<file path="src/rtl/uart_tx_arbiter_pkg.sv">
// Shared definitions for the UART transmit arbiter: byte width, default baud divider
// and the sequencing FSM state encoding.
package uart_tx_arbiter_pkg;

    localparam int UART_BYTE_W = 8;
    localparam int DEF_BPS_NUM = 434;

    typedef enum logic [1:0] {
        ST_IDLE    = 2'd0,
        ST_ISSUE   = 2'd1,
        ST_WAIT_HI = 2'd2,
        ST_WAIT_LO = 2'd3
    } arb_state_e;

endpackage

</file>
<file path="src/rtl/uart_tx_arbiter_if.sv">
// Packet-source and uart_tx side signals of the arbiter; master drives the sources and
// tx_busy, slave is the arbiter itself.
interface uart_tx_arbiter_if #(
    parameter int NUM_REQ = 3
);

    logic [NUM_REQ-1:0]                                  req_valid;
    logic [uart_tx_arbiter_pkg::UART_BYTE_W*NUM_REQ-1:0] req_data;
    logic [NUM_REQ-1:0]                                  req_last;
    logic [NUM_REQ-1:0]                                  req_ready;
    logic                                                tx_busy;
    logic [uart_tx_arbiter_pkg::UART_BYTE_W-1:0]         tx_data;
    logic                                                tx_pluse;
    logic [NUM_REQ-1:0]                                  grant;
    logic                                                err_stall;

    modport master (
        output req_valid, req_data, req_last, tx_busy,
        input  req_ready, tx_data, tx_pluse, grant, err_stall
    );

    modport slave (
        input  req_valid, req_data, req_last, tx_busy,
        output req_ready, tx_data, tx_pluse, grant, err_stall
    );

endinterface

</file>
<file path="src/rtl/uart_tx_arbiter_rr_arbiter.sv">
// Combinational round-robin picker: one-hot grant to the first requester strictly
// after ptr, wrapping modulo N.
module rr_arbiter #(
    parameter int  N  = 3,
    localparam int PW = (N > 1) ? $clog2(N) : 1
) (
    input  logic [N-1:0]  req,
    input  logic [PW-1:0] ptr,
    output logic [N-1:0]  gnt
);

    logic          found;
    logic [PW-1:0] idx;

    always_comb begin
        gnt   = '0;
        found = 1'b0;
        idx   = '0;
        for (int k = 1; k <= N; k++) begin
            idx = PW'((int'(ptr) + k) % N);
            if (!found && req[idx]) begin
                gnt[idx] = 1'b1;
                found    = 1'b1;
            end
        end
    end

endmodule

</file>
<file path="src/rtl/uart_tx_arbiter.sv">
// Round-robin owner of the shared UART transmitter: grants one packet source at a time
// and hands its bytes to uart_tx as single-cycle strobes paced on tx_busy.
module uart_tx_arbiter
    import uart_tx_arbiter_pkg::*;
#(
    parameter int NUM_REQ       = 3,
    parameter int BUSY_RISE_MAX = 8,
    parameter int STALL_MAX     = 4096
) (
    input logic              clk,
    input logic              reset,
    uart_tx_arbiter_if.slave bus
);

    localparam int PW = (NUM_REQ > 1) ? $clog2(NUM_REQ) : 1;
    localparam int SW = $clog2(STALL_MAX + 1);
    localparam int RW = $clog2(BUSY_RISE_MAX + 1);
    localparam logic [PW-1:0] PTR_RST   = PW'(NUM_REQ - 1);
    localparam logic [SW-1:0] STALL_LIM = SW'(STALL_MAX - 1);
    localparam logic [RW-1:0] RISE_LIM  = RW'(BUSY_RISE_MAX - 1);

    arb_state_e             state_q, state_d;
    logic [NUM_REQ-1:0]     grant_q, grant_d;
    logic [NUM_REQ-1:0]     rr_gnt;
    logic [NUM_REQ-1:0]     req_ready_c;
    logic [PW-1:0]          ptr_q, ptr_d;
    logic [PW-1:0]          gidx;
    logic [UART_BYTE_W-1:0] tx_data_q, tx_data_d;
    logic [UART_BYTE_W-1:0] g_byte;
    logic                   g_valid, g_last;
    logic                   tx_pluse_q, tx_pluse_d;
    logic                   last_q, last_d;
    logic                   err_stall_q, err_stall_d;
    logic [SW-1:0]          stall_cnt_q, stall_cnt_d;
    logic [RW-1:0]          rise_cnt_q, rise_cnt_d;

    rr_arbiter #(.N(NUM_REQ)) u_rr (
        .req (bus.req_valid),
        .ptr (ptr_q),
        .gnt (rr_gnt)
    );

    // Steer the granted source's lane onto scalar signals.
    always_comb begin
        gidx    = '0;
        g_byte  = '0;
        g_valid = 1'b0;
        g_last  = 1'b0;
        for (int i = 0; i < NUM_REQ; i++) begin
            if (grant_q[i]) begin
                gidx    = PW'(i);
                g_byte  = bus.req_data[UART_BYTE_W*i +: UART_BYTE_W];
                g_valid = bus.req_valid[i];
                g_last  = bus.req_last[i];
            end
        end
    end

    always_comb begin
        state_d     = state_q;
        grant_d     = grant_q;
        ptr_d       = ptr_q;
        tx_data_d   = tx_data_q;
        tx_pluse_d  = 1'b0;
        last_d      = last_q;
        err_stall_d = 1'b0;
        stall_cnt_d = stall_cnt_q;
        rise_cnt_d  = rise_cnt_q;
        req_ready_c = '0;

        case (state_q)
            ST_IDLE: begin
                if (|bus.req_valid) begin
                    grant_d = rr_gnt;
                    state_d = ST_ISSUE;
                end
            end
            ST_ISSUE: begin
                req_ready_c = grant_q & bus.req_valid & {NUM_REQ{~bus.tx_busy}};
                if (g_valid && !bus.tx_busy) begin
                    tx_data_d  = g_byte;
                    tx_pluse_d = 1'b1;
                    last_d     = g_last;
                    state_d    = ST_WAIT_HI;
                end else if (!g_valid) begin
                    if (stall_cnt_q == STALL_LIM) begin
                        err_stall_d = 1'b1;
                        grant_d     = '0;
                        ptr_d       = gidx;
                        state_d     = ST_IDLE;
                    end else begin
                        stall_cnt_d = stall_cnt_q + 1'b1;
                    end
                end else begin
                    stall_cnt_d = '0;
                end
            end
            ST_WAIT_HI: begin
                // A uart_tx that never raises busy must not wedge the arbiter.
                if (bus.tx_busy || rise_cnt_q == RISE_LIM) begin
                    state_d = ST_WAIT_LO;
                end else begin
                    rise_cnt_d = rise_cnt_q + 1'b1;
                end
            end
            ST_WAIT_LO: begin
                if (!bus.tx_busy) begin
                    if (last_q) begin
                        ptr_d   = gidx;
                        grant_d = '0;
                        state_d = ST_IDLE;
                    end else begin
                        state_d = ST_ISSUE;
                    end
                end
            end
            default: state_d = ST_IDLE;
        endcase

        if (state_d != state_q) begin
            stall_cnt_d = '0;
            rise_cnt_d  = '0;
        end
    end

    always_ff @(posedge clk or posedge reset) begin
        if (reset) begin
            state_q     <= ST_IDLE;
            grant_q     <= '0;
            ptr_q       <= PTR_RST;
            tx_data_q   <= '0;
            tx_pluse_q  <= 1'b0;
            last_q      <= 1'b0;
            err_stall_q <= 1'b0;
            stall_cnt_q <= '0;
            rise_cnt_q  <= '0;
        end else begin
            state_q     <= state_d;
            grant_q     <= grant_d;
            ptr_q       <= ptr_d;
            tx_data_q   <= tx_data_d;
            tx_pluse_q  <= tx_pluse_d;
            last_q      <= last_d;
            err_stall_q <= err_stall_d;
            stall_cnt_q <= stall_cnt_d;
            rise_cnt_q  <= rise_cnt_d;
        end
    end

    assign bus.req_ready = req_ready_c;
    assign bus.tx_data   = tx_data_q;
    assign bus.tx_pluse  = tx_pluse_q;
    assign bus.grant     = grant_q;
    assign bus.err_stall = err_stall_q;

endmodule
</file>
<file path="src/flat_wrapper.sv">
// flat-port wrapper written by rule: the top's interface ports become plain ports
module uart_tx_arbiter_flat import uart_tx_arbiter_pkg::*;
#(
    parameter int NUM_REQ       = 3,
    parameter int BUSY_RISE_MAX = 8,
    parameter int STALL_MAX     = 4096
)
  (clk, reset, bus_req_valid, bus_req_data, bus_req_last, bus_tx_busy, bus_req_ready, bus_tx_data, bus_tx_pluse, bus_grant, bus_err_stall);
  uart_tx_arbiter_if #(.NUM_REQ(NUM_REQ)) bus_i ();
  input logic clk;
  input logic reset;
  input wire logic [$bits(bus_i.req_valid)-1:0] bus_req_valid;
  input wire logic [$bits(bus_i.req_data)-1:0] bus_req_data;
  input wire logic [$bits(bus_i.req_last)-1:0] bus_req_last;
  input wire logic [$bits(bus_i.tx_busy)-1:0] bus_tx_busy;
  output wire logic [$bits(bus_i.req_ready)-1:0] bus_req_ready;
  output wire logic [$bits(bus_i.tx_data)-1:0] bus_tx_data;
  output wire logic [$bits(bus_i.tx_pluse)-1:0] bus_tx_pluse;
  output wire logic [$bits(bus_i.grant)-1:0] bus_grant;
  output wire logic [$bits(bus_i.err_stall)-1:0] bus_err_stall;
  assign bus_i.req_valid = bus_req_valid;
  assign bus_i.req_data = bus_req_data;
  assign bus_i.req_last = bus_req_last;
  assign bus_i.tx_busy = bus_tx_busy;
  assign bus_req_ready = bus_i.req_ready;
  assign bus_tx_data = bus_i.tx_data;
  assign bus_tx_pluse = bus_i.tx_pluse;
  assign bus_grant = bus_i.grant;
  assign bus_err_stall = bus_i.err_stall;
  uart_tx_arbiter #(.NUM_REQ(NUM_REQ), .BUSY_RISE_MAX(BUSY_RISE_MAX), .STALL_MAX(STALL_MAX)) u_core (.clk(clk), .reset(reset), .bus(bus_i));
endmodule
</file>
<file path="config.mk">
export PLATFORM = sky130hd
export DESIGN_NAME = uart_tx_arbiter_flat
export DESIGN_NICKNAME = d
export VERILOG_FILES = /design/src/rtl/uart_tx_arbiter_pkg.sv /design/src/rtl/uart_tx_arbiter_if.sv /design/src/rtl/uart_tx_arbiter_rr_arbiter.sv /design/src/rtl/uart_tx_arbiter.sv /design/src/flat_wrapper.sv
export SDC_FILE = /design/constraint.sdc
export NUM_CORES = 1
export LEC_CHECK = 0
export BUFFER_PORTS_ARGS = -buffer_cell sky130_fd_sc_hd__buf_2
export CAP_MARGIN = 20
export CORE_UTILIZATION = 45
export DETAILED_ROUTE_END_ITERATION = 10
export GPL_ROUTABILITY_DRIVEN = 0
export PLACE_DENSITY = 0.69
export RECOVER_POWER = 50
export SLEW_MARGIN = 20
export SYNTH_ARGS = -nofsm -noshare
export SYNTH_HDL_FRONTEND = slang
export SYNTH_SLANG_ARGS = --single-unit
</file>
<file path="constraint.sdc">
create_clock -name clk -period 2 [get_ports clk]
set_clock_uncertainty 0.2 [all_clocks]
set_input_delay 0.4 -clock clk [delete_from_list [all_inputs] [get_ports clk]]
set_output_delay 0.4 -clock clk [all_outputs]
set_load 0.05 [all_outputs]
</file>
==> results.md <==
* Number of global-route vias before repair at 2,065
* Synth Warn # at 0
* Post-DP HPWL at 4090 um
* Tot GR Track Use at 0.240
* Buffers added on ports at 48
* Row count at 25
* Status: complete, but fails checks
* Internal reg-to-reg setup slack at -0.27 ns
* Worst-Margin Slew at 0.614 ns
* Area of the multi-input gates at between 1000 and 1500 sq um
* Synth async-reset ratio at 1.00
* Antenna Violating Nets Remaining at 0
* Largest cells by area after synthesis: dfrtp_1 (38%), nand2_1 (4.2%), a21oi_1 (4.1%)
* Register area at 881 sq um
* Worst hold stages at 3
* Failing checks: setup timing
* Hold path start: bus_req_data[20]
* Routed WL at 6120 um
* F_max at 440 MHz
* WP data arrival at ~2.3 ns
* Setup CP Type: reg -> reg
* Seq cells post-synth at 35
* H-Tree Depth at 2
* GR Overflow Total at 0
* Worst-path clk slew at 0.07 ns
* Pwr Density at 1180 nW/um^2
* Post-synth top area share at 0.384
* Initial antenna violation count at 0
* Max Root-Sink Buffers at 2
* Hold EP: u_core.bus.tx_data[4]
* Top Ports at between 40 and 50
* Period minus WS final at approximately 2.3 ns
* Root buf cell: clkbuf_8
* Num Clock Sinks at 35
* Final setup vio count at 26
* CP required at 1.99 ns
* FILL cells at 382
* Finished Cell Area at 3280 sq um
* R2R Path Start: u_core.stall_cnt_q[6]
* LEAKAGE at 1.48 nW
* Placed Area at 2920 sq um
* Max-slew violations at 0
* Router iterations before antenna repair at 4
* CP Max Fanout at 17
* Max cap viols at 0
* Post-synth EDFFs at 0
* Syn Nets at 292
* Count of different cell masters after synthesis at 50
* First-pass GRT wire length at 9680 um
* Number of antenna repair diodes at 0
* Biggest area consumer among synthesized cells: dfrtp_1
* Sequential element share of the synthesized area at 0.396
* Slew headroom at 0.593
* Worst skew pair latency at 0.29 ns
* Tcrit/Tclk final at 1.14
* Pin count of the biggest net entering global routing at 24
* Share of post-route cells with drive strength above 1 at 0.402
* RSZ-0062 raised after global routing: yes
* CP Launch Type: flop
* Die W at 72.2 um
* CTS tree: done
* Main flop type after synthesis: dfrtp_1
* Nets at 401
* WL/cell at between 10 and 15 um
* RR Endpoint: u_core.stall_cnt_q[6]
* Total Neg Setup Slack at -4.40 ns
* P&R area growth vs syn at 47.9%
* DR vias at 2,382
* Iteration-0 DRC Markers at ~150
* Synthesized area at 2220 sq um
* DRC errors left at 0
* Post-Synthesis Cells at 253
* CTS buffer count at 5
* HP Class: in -> reg
* Vias per cell at 5.54
* Overall power at 3.88 mW
* Final core utilization at 0.694
* VDD IR-drop max at between 0.6 and 0.7 mV
* Post-Syn Area per Cell at 8.76 sq um
* Final hold viol count at 0
* Worst R2R Path Depth at 7
* Core ar. at 4720 sq um
* Worst setup EP type: flop
* Starting Density at 0.469
* Chip height at approximately 72 um
* DIE AREA at 5210 sq um
* Worst Setup Slack, final at -0.271 ns
per-stage QoR:
step	hold slack, ns	std cells	setup slack, ns
finish	0.197	430	-0.271
global placement	0.258	409	-0.222
floorplan	0.273	253	-0.148
detailed placement	0.265	409	-0.279
global route	0.200	430	-0.378
CTS	0.194	425	-0.196
state kept, by name, summed over array words and instances (netlist names):
register,flops
u_core.bus.err_stall,1
u_core.bus.grant,3
u_core.bus.tx_data,8
u_core.bus.tx_pluse,1
u_core.last_q,1
u_core.ptr_q,2
u_core.rise_cnt_q,4
u_core.stall_cnt_q,13
u_core.state_q,2
worst max path at each step:
stage | startpoint | end | slack, ns
3_5_place_dp | u_core.stall_cnt_q[0] | u_core.stall_cnt_q[3] | -0.28
4_1_cts | u_core.stall_cnt_q[0] | u_core.stall_cnt_q[3] | -0.20
6_report | u_core.stall_cnt_q[6] | u_core.stall_cnt_q[6] | -0.27
2_1_floorplan | u_core.stall_cnt_q[0] | u_core.stall_cnt_q[4] | -0.15
3_3_place_gp | u_core.stall_cnt_q[0] | u_core.stall_cnt_q[6] | -0.22
5_1_grt | u_core.stall_cnt_q[4] | u_core.stall_cnt_q[6] | -0.38
cell usage in the layout (no fill, tap or decap), types with 3 or more instances in the layout:
cell type / netlist / routed
o211ai_1: 3 / 3
clkbuf_1: 10 / 10
dfrtp_2: 0 / 3
a22oi_1: 12 / 12
dfrtp_1: 34 / 31
a211oi_1: 8 / 8
nand2_1: 25 / 24
a21oi_1: 18 / 17
mux2i_1: 3 / 3
o21ai_1: 2 / 3
nor3_1: 4 / 3
nor2_1: 18 / 15
o21ai_0: 15 / 13
nand3_2: 0 / 3
or4_1: 7 / 7
nor3b_1: 4 / 4
buf_6: 1 / 7
nand4_1: 5 / 5
inv_1: 10 / 10
buf_2: 2 / 37
buf_4: 2 / 60
nor2b_1: 5 / 5
ha_1: 6 / 5
clkbuf_8: 0 / 7
o31ai_1: 7 / 6
nand2b_1: 5 / 4
or3_1: 7 / 7
report_power, final:
group,switching [mW],internal (mW)
clock,0.253,0.314
combinational,1.32,1.03
sequential,0.105,0.855
total,1.67,2.20
cell usage after synthesis, types with 4 or more instances:
library cell / n
dfrtp_1: 34
nand2_1: 25
a21oi_1: 18
nor2_1: 18
o21ai_0: 15
a22oi_1: 12
clkbuf_1: 10
inv_1: 10
a211oi_1: 8
o31ai_1: 7
or3_1: 7
or4_1: 7
ha_1: 6
nand2b_1: 5
nand3_1: 5
nand4_1: 5
nor2b_1: 5
nor3_1: 4
nor3b_1: 4
metal layers:
| layer | routed length (um) | up-vias | global-route usage | share of wire |
|---|---|---|---|---|
| li1 | - | 1155 | - | - |
| met5 | 0 | - | 0 | 0 |
| met4 | 127 | 0 | 0.0850 | 0.021 |
| met3 | 278 | 16 | 0.0597 | 0.045 |
| met2 | 3000 | 71 | 0.378 | 0.49 |
| met1 | 2710 | 1140 | 0.322 | 0.44 |
logic make-up (layout without fill, tap and decap cells):
group,count (synthesis),count (layout),synth area share
flops,35,35,0.396
fa+ha+maj,6,6,0.0339
buf+inv,26,136,0.0570
simple gates,97,97,0.233
mux,4,4,0.0186
xor+xnor,2,2,0.00791
compound gates,83,83,0.254
final cells by class:
class / instances / area share
clock buffer: 8 / 0.0305
tap: 67 / 0.0256
inverter: 10 / 0.0115
timing repair buffer: 118 / 0.253
multi-input combinational: 192 / 0.411
sequential: 35 / 0.269
worst max-delay path, stage by stage, from the launching register on:
cell      delay, ns
dfrtp_1        0.38
nand4_1        0.20
or4_4          0.61
o211ai_4       0.22
buf_12         0.16
buf_6          0.09
o31ai_1        0.06
a211oi_1       0.24
repair_timing:
action                                  in CTS  in global routing
gates resized for setup                     30                 12
hold buffers                                 1                  0
endpoints found under the hold margin       11                  0
buffers inserted                             7                  5
endpoints found under the setup margin      25                 27
pin swaps                                   10                  7
Note: power is estimated with default switching activity, not from simulation.
